==> config.mk <==
export PLATFORM = sky130hd
export DESIGN_NAME = waveform_analyzer_flat
export DESIGN_NICKNAME = d
export VERILOG_FILES = /design/src/rtl/waveform_gen_pkg.sv /design/src/rtl/waveform_analyzer_if.sv /design/src/rtl/waveform_analyzer_zc_detect.sv /design/src/rtl/waveform_analyzer.sv /design/src/flat_wrapper.sv
export SDC_FILE = /design/constraint.sdc
export NUM_CORES = 1
export LEC_CHECK = 0
export ABC_AREA = 1
export CORE_MARGIN = 4
export CORE_UTILIZATION = 59
export DETAILED_ROUTE_END_ITERATION = 8
export PLACE_DENSITY = 0.83
export SLEW_MARGIN = 20
export SYNTH_ARGS = -nofsm -noshare
export SYNTH_HDL_FRONTEND = slang
export SYNTH_HIERARCHICAL = 1
export SYNTH_SLANG_ARGS = --single-unit
==> constraint.sdc <==
create_clock -name clk -period 4.1 [get_ports clk]
set_input_delay 0.41 -clock clk [delete_from_list [all_inputs] [get_ports clk]]
set_output_delay 0.41 -clock clk [all_outputs]
set_load 0.005 [all_outputs]
==> src/rtl/waveform_gen_pkg.sv <==
// Shared types and widths for the waveform generator / analyzer family.
// The analyzer reuses the generator's sample width so both ends agree on the sample format.
package waveform_gen_pkg;

    localparam int LUT_WIDTH = 8;

    typedef enum logic [1:0] {
        IDLE    = 2'd0,
        SEEK    = 2'd1,
        MEASURE = 2'd2
    } ana_state_t;

    function automatic logic is_nonneg(input logic signed [LUT_WIDTH-1:0] s);
        return ~s[LUT_WIDTH-1];
    endfunction

endpackage

==> src/rtl/waveform_analyzer_if.sv <==
// Sample stream in, per-cycle measurement results out, plus FSM debug taps.
interface waveform_analyzer_if #(
    parameter int PER_WIDTH = 16
);
    import waveform_gen_pkg::*;

    // sample_valid_i qualifies sample_i on a clk edge; there is no backpressure,
    // so every valid sample is consumed. result_valid_o / timeout_o are single-cycle strobes.
    logic signed [LUT_WIDTH-1:0] sample_i;
    logic                        sample_valid_i;

    logic [PER_WIDTH-1:0]        period_o;
    logic [PER_WIDTH-1:0]        high_cnt_o;
    logic signed [LUT_WIDTH-1:0] max_o;
    logic signed [LUT_WIDTH-1:0] min_o;
    logic                        result_valid_o;
    logic                        timeout_o;
    logic                        locked_o;

    ana_state_t                  state_o;
    logic                        below_o;

    modport master (
        output sample_i, sample_valid_i,
        input  period_o, high_cnt_o, max_o, min_o,
        input  result_valid_o, timeout_o, locked_o,
        input  state_o, below_o
    );

    modport slave (
        input  sample_i, sample_valid_i,
        output period_o, high_cnt_o, max_o, min_o,
        output result_valid_o, timeout_o, locked_o,
        output state_o, below_o
    );

endinterface

==> src/rtl/waveform_analyzer_zc_detect.sv <==
// Rising zero-crossing detector with hysteresis: arms on a sample below -HYST,
// fires (combinationally) on the next accepted sample at or above +HYST.
module zc_detect
    import waveform_gen_pkg::*;
#(
    parameter int HYST = 0
) (
    input  logic                        clk,
    input  logic                        rst_n,
    input  logic                        i_clr,
    input  logic                        i_valid,
    input  logic signed [LUT_WIDTH-1:0] i_sample,
    output logic                        rise_o,
    output logic                        below_o
);

    logic signed [31:0] w_s_ext;
    logic               w_at_or_above;
    logic               w_under;
    logic               r_below;

    assign w_s_ext       = 32'(i_sample);
    assign w_at_or_above = (w_s_ext >= HYST);
    assign w_under       = (w_s_ext < -HYST);

    assign rise_o  = i_valid && !i_clr && r_below && w_at_or_above;
    assign below_o = r_below;

    always_ff @(posedge clk) begin
        if (!rst_n) begin
            r_below <= 1'b0;
        end else if (i_clr) begin
            r_below <= 1'b0;
        end else if (rise_o) begin
            r_below <= 1'b0;
        end else if (i_valid && w_under) begin
            r_below <= 1'b1;
        end
    end

endmodule

==> src/rtl/waveform_analyzer.sv <==
// Measures period, high-sample count and peak values of a periodic signal between
// successive rising crossings; results are registered one cycle after each closing crossing.
module waveform_analyzer
    import waveform_gen_pkg::*;
#(
    parameter int PER_WIDTH = 16,
    parameter int HYST      = 0
) (
    input  logic                clk,
    input  logic                rst_n,
    input  logic                enable,
    waveform_analyzer_if.slave  bus
);

    localparam logic [PER_WIDTH-1:0] PER_ONE  = {{(PER_WIDTH-1){1'b0}}, 1'b1};
    localparam logic [PER_WIDTH-1:0] PER_LAST = {{(PER_WIDTH-1){1'b1}}, 1'b0};

    ana_state_t                  r_state;
    ana_state_t                  w_next;

    logic signed [LUT_WIDTH-1:0] w_sample;
    logic                        w_nonneg;
    logic                        w_acc;
    logic                        w_clr;
    logic                        w_rise;
    logic                        w_below;

    logic                        w_load;
    logic                        w_accum;
    logic                        w_emit;
    logic                        w_timeout;

    logic [PER_WIDTH-1:0]        r_period;
    logic [PER_WIDTH-1:0]        r_high;
    logic signed [LUT_WIDTH-1:0] r_max;
    logic signed [LUT_WIDTH-1:0] r_min;

    logic [PER_WIDTH-1:0]        r_period_o;
    logic [PER_WIDTH-1:0]        r_high_o;
    logic signed [LUT_WIDTH-1:0] r_max_o;
    logic signed [LUT_WIDTH-1:0] r_min_o;
    logic                        r_result_valid;
    logic                        r_timeout;
    logic                        r_locked;

    assign w_sample = bus.sample_i;
    assign w_nonneg = is_nonneg(w_sample);
    assign w_acc    = enable && bus.sample_valid_i;
    // The detector stays disarmed whenever the analyzer is idle or being disabled.
    assign w_clr    = !enable || (r_state == IDLE);

    zc_detect #(
        .HYST     (HYST)
    ) u_zc (
        .clk      (clk),
        .rst_n    (rst_n),
        .i_clr    (w_clr),
        .i_valid  (bus.sample_valid_i),
        .i_sample (w_sample),
        .rise_o   (w_rise),
        .below_o  (w_below)
    );

    always_ff @(posedge clk) begin
        if (!rst_n) begin
            r_state <= IDLE;
        end else begin
            r_state <= w_next;
        end
    end

    always_comb begin
        w_next    = r_state;
        w_load    = 1'b0;
        w_accum   = 1'b0;
        w_emit    = 1'b0;
        w_timeout = 1'b0;
        case (r_state)
            IDLE: begin
                if (enable) begin
                    w_next = SEEK;
                end
            end
            SEEK: begin
                if (!enable) begin
                    w_next = IDLE;
                end else if (w_acc && w_rise) begin
                    w_next = MEASURE;
                    w_load = 1'b1;
                end
            end
            MEASURE: begin
                if (!enable) begin
                    w_next = IDLE;
                end else if (w_acc) begin
                    if (w_rise) begin
                        w_emit = 1'b1;
                        w_load = 1'b1;
                    end else if (r_period == PER_LAST) begin
                        // This sample would bring the count to all-ones: give up on the window.
                        w_timeout = 1'b1;
                        w_next    = SEEK;
                    end else begin
                        w_accum = 1'b1;
                    end
                end
            end
            default: begin
                w_next = IDLE;
            end
        endcase
    end

    always_ff @(posedge clk) begin
        if (!rst_n) begin
            r_period       <= '0;
            r_high         <= '0;
            r_max          <= '0;
            r_min          <= '0;
            r_period_o     <= '0;
            r_high_o       <= '0;
            r_max_o        <= '0;
            r_min_o        <= '0;
            r_result_valid <= 1'b0;
            r_timeout      <= 1'b0;
            r_locked       <= 1'b0;
        end else begin
            r_result_valid <= w_emit;
            r_timeout      <= w_timeout;
            r_locked       <= (w_next == MEASURE);

            if (w_emit) begin
                r_period_o <= r_period;
                r_high_o   <= r_high;
                r_max_o    <= r_max;
                r_min_o    <= r_min;
            end

            if (w_load) begin
                r_period <= PER_ONE;
                r_high   <= w_nonneg ? PER_ONE : '0;
                r_max    <= w_sample;
                r_min    <= w_sample;
            end else if (w_accum) begin
                r_period <= r_period + PER_ONE;
                r_high   <= r_high + (w_nonneg ? PER_ONE : '0);
                if (w_sample > r_max) begin
                    r_max <= w_sample;
                end
                if (w_sample < r_min) begin
                    r_min <= w_sample;
                end
            end else if (w_next != MEASURE) begin
                r_period <= '0;
                r_high   <= '0;
                r_max    <= '0;
                r_min    <= '0;
            end
        end
    end

    assign bus.period_o       = r_period_o;
    assign bus.high_cnt_o     = r_high_o;
    assign bus.max_o          = r_max_o;
    assign bus.min_o          = r_min_o;
    assign bus.result_valid_o = r_result_valid;
    assign bus.timeout_o      = r_timeout;
    assign bus.locked_o       = r_locked;
    assign bus.state_o        = r_state;
    assign bus.below_o        = w_below;

endmodule

==> src/flat_wrapper.sv <==
// flat-port wrapper written by rule: the top's interface ports become plain ports
module waveform_analyzer_flat import waveform_gen_pkg::*;
#(
    parameter int PER_WIDTH = 16,
    parameter int HYST      = 0
)
  (clk, rst_n, enable, bus_sample_i, bus_sample_valid_i, bus_period_o, bus_high_cnt_o, bus_max_o, bus_min_o, bus_result_valid_o, bus_timeout_o, bus_locked_o, bus_state_o, bus_below_o);
  waveform_analyzer_if #(.PER_WIDTH(PER_WIDTH)) bus_i ();
  input  logic clk;
  input  logic rst_n;
  input  logic enable;
  input wire logic [$bits(bus_i.sample_i)-1:0] bus_sample_i;
  input wire logic [$bits(bus_i.sample_valid_i)-1:0] bus_sample_valid_i;
  output wire logic [$bits(bus_i.period_o)-1:0] bus_period_o;
  output wire logic [$bits(bus_i.high_cnt_o)-1:0] bus_high_cnt_o;
  output wire logic [$bits(bus_i.max_o)-1:0] bus_max_o;
  output wire logic [$bits(bus_i.min_o)-1:0] bus_min_o;
  output wire logic [$bits(bus_i.result_valid_o)-1:0] bus_result_valid_o;
  output wire logic [$bits(bus_i.timeout_o)-1:0] bus_timeout_o;
  output wire logic [$bits(bus_i.locked_o)-1:0] bus_locked_o;
  output wire logic [$bits(bus_i.state_o)-1:0] bus_state_o;
  output wire logic [$bits(bus_i.below_o)-1:0] bus_below_o;
  assign bus_i.sample_i = bus_sample_i;
  assign bus_i.sample_valid_i = bus_sample_valid_i;
  assign bus_period_o = bus_i.period_o;
  assign bus_high_cnt_o = bus_i.high_cnt_o;
  assign bus_max_o = bus_i.max_o;
  assign bus_min_o = bus_i.min_o;
  assign bus_result_valid_o = bus_i.result_valid_o;
  assign bus_timeout_o = bus_i.timeout_o;
  assign bus_locked_o = bus_i.locked_o;
  assign bus_state_o = bus_i.state_o;
  assign bus_below_o = bus_i.below_o;
  waveform_analyzer #(.PER_WIDTH(PER_WIDTH), .HYST(HYST)) u_core (.clk(clk), .rst_n(rst_n), .enable(enable), .bus(bus_i));
endmodule
==> run metrics, run 1 <==
Residual DRC=0; CP Class=in -> reg; final period utilization=0.7729; Syn Nets=702; Fin. Hold Viols=0; cell mode on critical path=inv_1; slew margin rel.=0.5350; Worst Setup Start Kind=input pin; CP Capture Type=flop; Synth top cells by count=114 x nand2_1, 102 x dfxtp_1, 83 x nor2_1; # clock sinks=between 100 and 150; mapped cell area=a little under 0.005 mm²; Die Area=a little under 0.01 mm²; Worst EP required=about 4400 ps; Final GP Congestion=0.8656; PwrDens=302.3 mW/mm²; Avg Cell Area, Syn=~7.3 µm²; post-DP HPWL=~8000 µm; area grow syn2layout=18.70%; Ports=between 60 and 70; DR vias=around 4600; status=finished, final reports clean; Synth top area share=0.4209; Final setup viols=0; pre-CTS setup slack=around 650 ps; worst path cell trace=clkdlybuf4s50_1 -> inv_1 -> or2_2 -> inv_1 -> nand2_1 -> nor2_2 -> nand3_1 -> nor2_4 -> inv_1 -> nand2_1 -> nand2_1 -> inv_1 -> nor2_1 -> clkinv_1 -> a211oi_1; area of the multi-input gates=approximately 0.0024 mm²; Tmin final=~3200 ps; delay-heaviest family, CP=buffers and inverters; core area=0.007848 mm²; critical path fanouts, max=15; via/cell ratio=5.568; top cells by area, synth=dfxtp_1 42%, nand2_1 8.8%, a21oi_1 7.7%, o21ai_0 7.3%, nor2_1 6.4%; vias in the first global route=roughly 4300; Final ANT Viol Nets=0; Post-Route WL=11700 µm; largest net degree at the start of global routing=84; fmax=~320 MHz; clock root buffer master=clkbuf_8; Clock Latency Late Sink=350 ps; Hold-fix buffers, CTS=0; RSZ-0062 raised after global routing=no; Worst Setup Slack, final=between 900 and 1000 ps; Final Skew=between 8 and 9 ps; largest area contributor in the netlist=dfxtp_1; Arr. time, crit path=about 3400 ps; Die X=around 99 µm; Synth Flop Type=dfxtp_1; CTS-repair resized insts=0; number of synthesized flops with an enable pin=0; slowest CP cell=clkdlybuf4s50_1; fin. max-slew vios=0; total power=about 1.7 mW; Syn Inst Count=667; Worst Path Buf+Inv=6; Pleak=2.280 nW; Wirelength per Cell=around 14 µm; post-synthesis sequential area ratio=0.4209; Num CTS Buffers=9; Max Cap Viol=0; share of synthesized registers carrying an async set or reset=0; initial antenna violation count=0; n_diodes=0; gr ovfl total=0; Max clock buf depth=2; Initial Util=0.6181; share of cells above drive strength 1=0.08160; first-pass GRT wire length=about 20000 µm; most common cell in the netlist=nand2_1; Layout fillers=between 600 and 700; sequential cell area=between 0.002 and 0.0025 mm²; Die Ht=98.68 µm; FF+latch count, synth=approximately 100; post-synth cell types=35; IO buf count=65; DRT iter0 DRCs=between 200 and 300; CTS tree=built; CP max stage delay=about 480 ps; worst vdd ir=216.9 µV; yosys warns=6; Hold Path Class=reg -> reg; row count=32; GR Util All Layers=0.2399; CTS H-tree depth=3; Nets=755; Final TNS setup=0 ps; post-CTS setup buffers=0; Clock Pin Slew Worst Setup and Hold Paths=about 90 ps; Worst-Margin Slew=around 700 ps; DR pass1 iterations=5
==> state kept, by name, indices dropped and copies added, names as in the netlist <==
name / flops
u_core/bus.high_cnt_o: 16
u_core/bus.period_o: 16
u_core/r_high: 16
u_core/r_period: 16
u_core/bus.max_o: 8
u_core/bus.min_o: 8
u_core/r_max: 8
u_core/r_min: 8
u_core/bus.state_o: 2
u_core/bus.locked_o: 1
u_core/bus.result_valid_o: 1
u_core/bus.timeout_o: 1
u_core/u_zc/below_o: 1
==> logic make-up (layout without fill, tap and decap cells) <==
| kind of cell | count (synthesis) | in the layout | synth area share |
|---|---|---|---|
| adder cells (fa/ha/maj) | 23 | 23 | 0.05933 |
| AND/OR/NAND/NOR | 273 | 273 | 0.2497 |
| flip-flops | 102 | 102 | 0.4209 |
| AO/OA/AOI/OAI | 166 | 166 | 0.1834 |
| buffers and inverters | 100 | 156 | 0.08125 |
| XOR/XNOR | 3 | 3 | 0.005418 |
==> final timing paths <==
kind / startpoint / endpoint / slack [ps] / cells past startpoint
max: enable / u_core/r_period[13] / 930 / 15
min: u_core/r_max[3] / u_core/bus.max_o[3] / 490 / 2
min reg2reg: u_core/r_max[3] / u_core/bus.max_o[3] / 490 / 2
max reg2reg: u_core/bus.state_o[1] / u_core/r_period[13] / 950 / 15
==> layout make-up <==
class / count / share of cell area
Inverter: 72 / 0.04737
Multi-Input combinational cell: 465 / 0.4207
Sequential cell: 102 / 0.3546
Clock buffer: 10 / 0.02390
Timing Repair Buffer: 70 / 0.1186
Tap cell: 102 / 0.02216
Clock inverter: 4 / 0.01260
==> worst register-to-register path: stages, from the launching register on <==
cell      delay [ps]
dfxtp_1          360
inv_1            120
ha_1             190
or2_2            130
inv_1             30
nand2_1           60
nor2_2            60
nand3_1          150
nor2_4            40
inv_1            420
nand2_1          130
nand2_1          200
inv_1             90
nor2_1           370
clkinv_1         360
a211oi_1         340
==> report_power, final <==
| part | switching [mW] | internal, mW | leakage (nW) |
|---|---|---|---|
| Clock | 0.320 | 0.353 | 0.104 |
| Combinational | 0.0469 | 0.0284 | 1.35 |
| Sequential | 0.00135 | 0.991 | 0.821 |
| Total | 0.369 | 1.37 | 2.28 |
==> cell usage in the layout, fill, tap and decap left out, drive strengths merged, types with 2 or more instances in the layout <==
cell / Yosys / routed
a211oi: 2 / 2
a21oi: 85 / 85
a31oi: 3 / 3
buf: 7 / 6
bufinv: 0 / 2
clkbuf: 21 / 10
clkdlybuf4s50: 0 / 64
clkinv: 2 / 3
dfxtp: 102 / 102
ha: 23 / 23
inv: 70 / 70
nand2: 128 / 128
nand3: 33 / 33
nand4: 7 / 7
nor2: 89 / 89
nor3: 8 / 8
nor4: 2 / 2
o21ai: 71 / 71
o31ai: 2 / 2
or2: 5 / 5
xor2: 3 / 3
==> metal layers <==
metal | GRT usage | vias to the layer above | wire (µm)
li1 | - | 2275 | -
met4 | 0.06197 | 0 | 153
met5 | 0 | - | 0
met3 | 0.03680 | 17 | 612
met2 | 0.4165 | 154 | 5734
met1 | 0.3119 | 2148 | 5200
==> through the flow <==
step | hold WS, ps | area (µm²) | instances | util
2_1_floorplan | 444.8 | 4851 | 667 | -
3_3_place_gp | 462.6 | 5548 | 811 | 0.7070
3_5_place_dp | 474.5 | 5548 | 811 | 0.7070
4_1_cts | 490.0 | 5758 | 825 | 0.7337
5_1_grt | 510.0 | 5758 | 825 | 0.7337
6_report | 485.5 | 5758 | 825 | 0.7337
(Power assumes the default switching activity.)
==> run 2, diff against run 1 <==
--- a/config.mk
+++ b/config.mk
@@ -7,9 +7,9 @@
 export LEC_CHECK = 0
 export ABC_AREA = 1
 export CORE_MARGIN = 4
-export CORE_UTILIZATION = 59
+export CORE_UTILIZATION = 50
 export DETAILED_ROUTE_END_ITERATION = 8
-export PLACE_DENSITY = 0.83
+export PLACE_DENSITY = 0.75
 export SLEW_MARGIN = 20
 export SYNTH_ARGS = -nofsm -noshare
 export SYNTH_HDL_FRONTEND = slang
==> constraint.sdc (replaced) <==
create_clock -name clk -period 2.8 [get_ports clk]
set_input_delay 0.28 -clock clk [delete_from_list [all_inputs] [get_ports clk]]
set_output_delay 0.28 -clock clk [all_outputs]
set_load 0.005 [all_outputs]
==> run metrics, run 2 (synthesized netlist as in run 1, its figures left out) <==
status=finished, final reports clean; largest net degree at the start of global routing=84 (unchanged); pre-CTS setup slack=59.28 ps (-594.9 ps); RSZ-0062 raised after global routing=no; slew margin rel.=0.5465 (+0.01154); post-CTS setup buffers=0 (unchanged); first-pass GRT wire length=19600 µm (-0.63%); Die X=106.5 µm (+7.9%); CTS tree=built; reg2reg path depth=15 (unchanged); worst reg2reg startpoint=u_core/bus.state_o[0]; Layout fillers=843 (+32%); Worst Setup Slack, final=279.8 ps (-651.3 ps); share of cells above drive strength 1=0.1066 (+0.02501); area grow syn2layout=22.10%; area of the multi-input gates=0.002430 mm² (+0.31%); Final Skew=11.48 ps (+2.892 ps); DRT iter0 DRCs=249 (-14%); most frequent cells in the layout=113 x nand2_1, 102 x dfxtp_1, 82 x nor2_1, 75 x a21oi_1, 71 x o21ai_0; Post-Route WL=11490 µm (-1.8%); Ports=66 (unchanged); Worst Path Buf+Inv=2 (-4); PwrDens=432.1 mW/mm² (+43%); Hold Path Stages=4 (+2); Hold-fix buffers, CTS=0 (unchanged); Clock Pin Slew Worst Setup and Hold Paths=100 ps (about the same); Final setup viols=0 (unchanged); via/cell ratio=5.228 (-6.1%); hold_sp=rst_n; Max clock buf depth=2 (unchanged); worst path cell trace=inv_1 -> ha_1 -> or2_2 -> inv_1 -> nand2_1 -> nor2_4 -> nand4_1 -> a21oi_1 -> nand2_1 -> nand2_1 -> nand3_4 -> nand2_1 -> nand2_1 -> nand2_1 -> nor2_1; Worst-Margin Slew=680.2 ps (-17.31 ps); vias in the first global route=4270 (-1.4%); Pleak=2.357 nW (+3.4%); Hold Path Class=in -> reg; critical path fanouts, max=8 (-7); Clock Latency Late Sink=370 ps (+20 ps); sequential cell area=0.002042 mm² (unchanged); Arr. time, crit path=2800 ps (-620 ps); final period utilization=0.9001; CP Class=reg -> reg; Num CTS Buffers=9 (unchanged); GR Util All Layers=0.2092 (-0.03062); Worst EP required=3080 ps (-1270 ps); FF-to-FF End=u_core/r_min[5]; IO buf count=65 (unchanged); Final ANT Viol Nets=0 (unchanged); Die Ht=106.5 µm (+7.9%); DR pass1 iterations=5 (unchanged); post-DP HPWL=8160 µm (+2.1%); CP max stage delay=340 ps (-140 ps); Nets=771 (+2.1%); DR vias=4548 (-1.0%); Wirelength per Cell=13.20 µm (-6.9%); delay-heaviest family, CP=simple AND/OR/NAND/NOR gates; cell mode on critical path=nand2_1; fmax=about 400 MHz; Worst Setup Start Kind=flop; slowest CP cell=dfxtp_1; Fin. Hold Viols=0 (unchanged); Max Cap Viol=0 (unchanged); Final TNS setup=0 ps (unchanged); # clock sinks=102 (unchanged); Residual DRC=0 (unchanged); worst vdd ir=274.9 µV (+27%); CP Capture Type=flop; Die Area=0.01134 mm² (+16%); Tmin final=between 2000 and 3000 ps; Final GP Congestion=0.8658 (about the same); commonest non-fill, non-tap cell in the layout=nand2_1; initial antenna violation count=0 (unchanged); row count=35 (+9.4%); gr ovfl total=0 (unchanged); n_diodes=0 (unchanged); Initial Util=0.5201 (-0.09809); core area=0.009328 mm² (+19%); hold path endpoint=u_core/r_high[14]; register-to-register setup slack=280 ps (-670 ps); CTS H-tree depth=3 (unchanged); fin. max-slew vios=0 (unchanged); clock root buffer master=clkbuf_8
## run 2: cell types whose count changed in the layout (fill, tap and decap cells not counted), sizes merged
cell,previous run,this run
clkinv,3,4
clkinvlp,1,0
inv,70,73
bufinv,2,1
buf,6,22
## run 2: cell type report
type / count / area share
Sequential cell: 102 / 0.3447
Clock buffer: 10 / 0.02324
Inverter: 72 / 0.04605
Tap cell: 129 / 0.02725
Clock inverter: 6 / 0.01289
Timing Repair Buffer: 86 / 0.1356
Multi-Input combinational cell: 465 / 0.4102
## run 2: report_power, final
group	internal, mW	switching, mW
Sequential	1.45	0.000729
Combinational	0.0488	0.0712
Clock	0.454	0.534
## run 2: worst max-delay path by stage
stage | startpoint | end | depth (start not counted)
after CTS | u_core/bus.state_o[0] | u_core/r_min[5] | 17
final | u_core/bus.state_o[0] | u_core/r_min[5] | 15
after global placement | enable | u_core/r_period[14] | 16
after detailed placement | enable | u_core/r_min[2] | 17
after global routing | u_core/bus.state_o[0] | u_core/bus.period_o[7] | 11
after floorplan | u_core/bus.state_o[0] | u_core/r_max[1] | 16
## run 2: metal layers
layer / global-route usage / share of wire / routed length [µm]
met1: 0.2631 / 0.45 / 5196
met2: 0.3638 / 0.49 / 5572
met3: 0.04493 / 0.055 / 632
met4: 0.05479 / 0.0072 / 83
met5: 0 / 0 / 0
## run 2: worst reg2reg max path: stages (launching register included)
cell     delay, ps
dfxtp_1        340
inv_1           70
ha_1           220
or2_2          310
inv_1           60
nand2_1         70
nor2_4         140
nand4_1        130
a21oi_1        170
nand2_1         70
nand2_1        200
nand3_4        180
nand2_1        230
nand2_1        110
nand2_1         90
nor2_1          50
## run 2: stage by stage
stage          instance area [µm²]  hold WS (ps)    util  cells  power (mW)
2_1_floorplan                 4851         444.8       -    667       1.551
3_3_place_gp                  5702         465.9  0.6113    854       1.602
3_5_place_dp                  5702         478.5  0.6113    854       1.604
4_1_cts                       5916         349.1  0.6342    870       2.582
5_1_grt                       5923         351.4  0.6350    870       2.665
6_report                      5923         357.3  0.6350    870       2.559
## run 2: what timing repair did
| action | 4_1_cts | 5_1_grt |
|---|---|---|
| resized for setup | 0 | 3 |
| endpoints found under the hold margin | 0 | 0 |
| endpoints found under the setup margin | 0 | 37 |
==> run 3, diff against run 2 <==
--- a/config.mk
+++ b/config.mk
@@ -8,6 +8,7 @@
 export ABC_AREA = 1
 export CORE_MARGIN = 4
 export CORE_UTILIZATION = 50
+export CTS_CLUSTER_DIAMETER = 100
 export DETAILED_ROUTE_END_ITERATION = 8
 export PLACE_DENSITY = 0.75
 export SLEW_MARGIN = 20
==> results of run 3 <==
Final layout, timing and power as in run 2 (identical DEF).
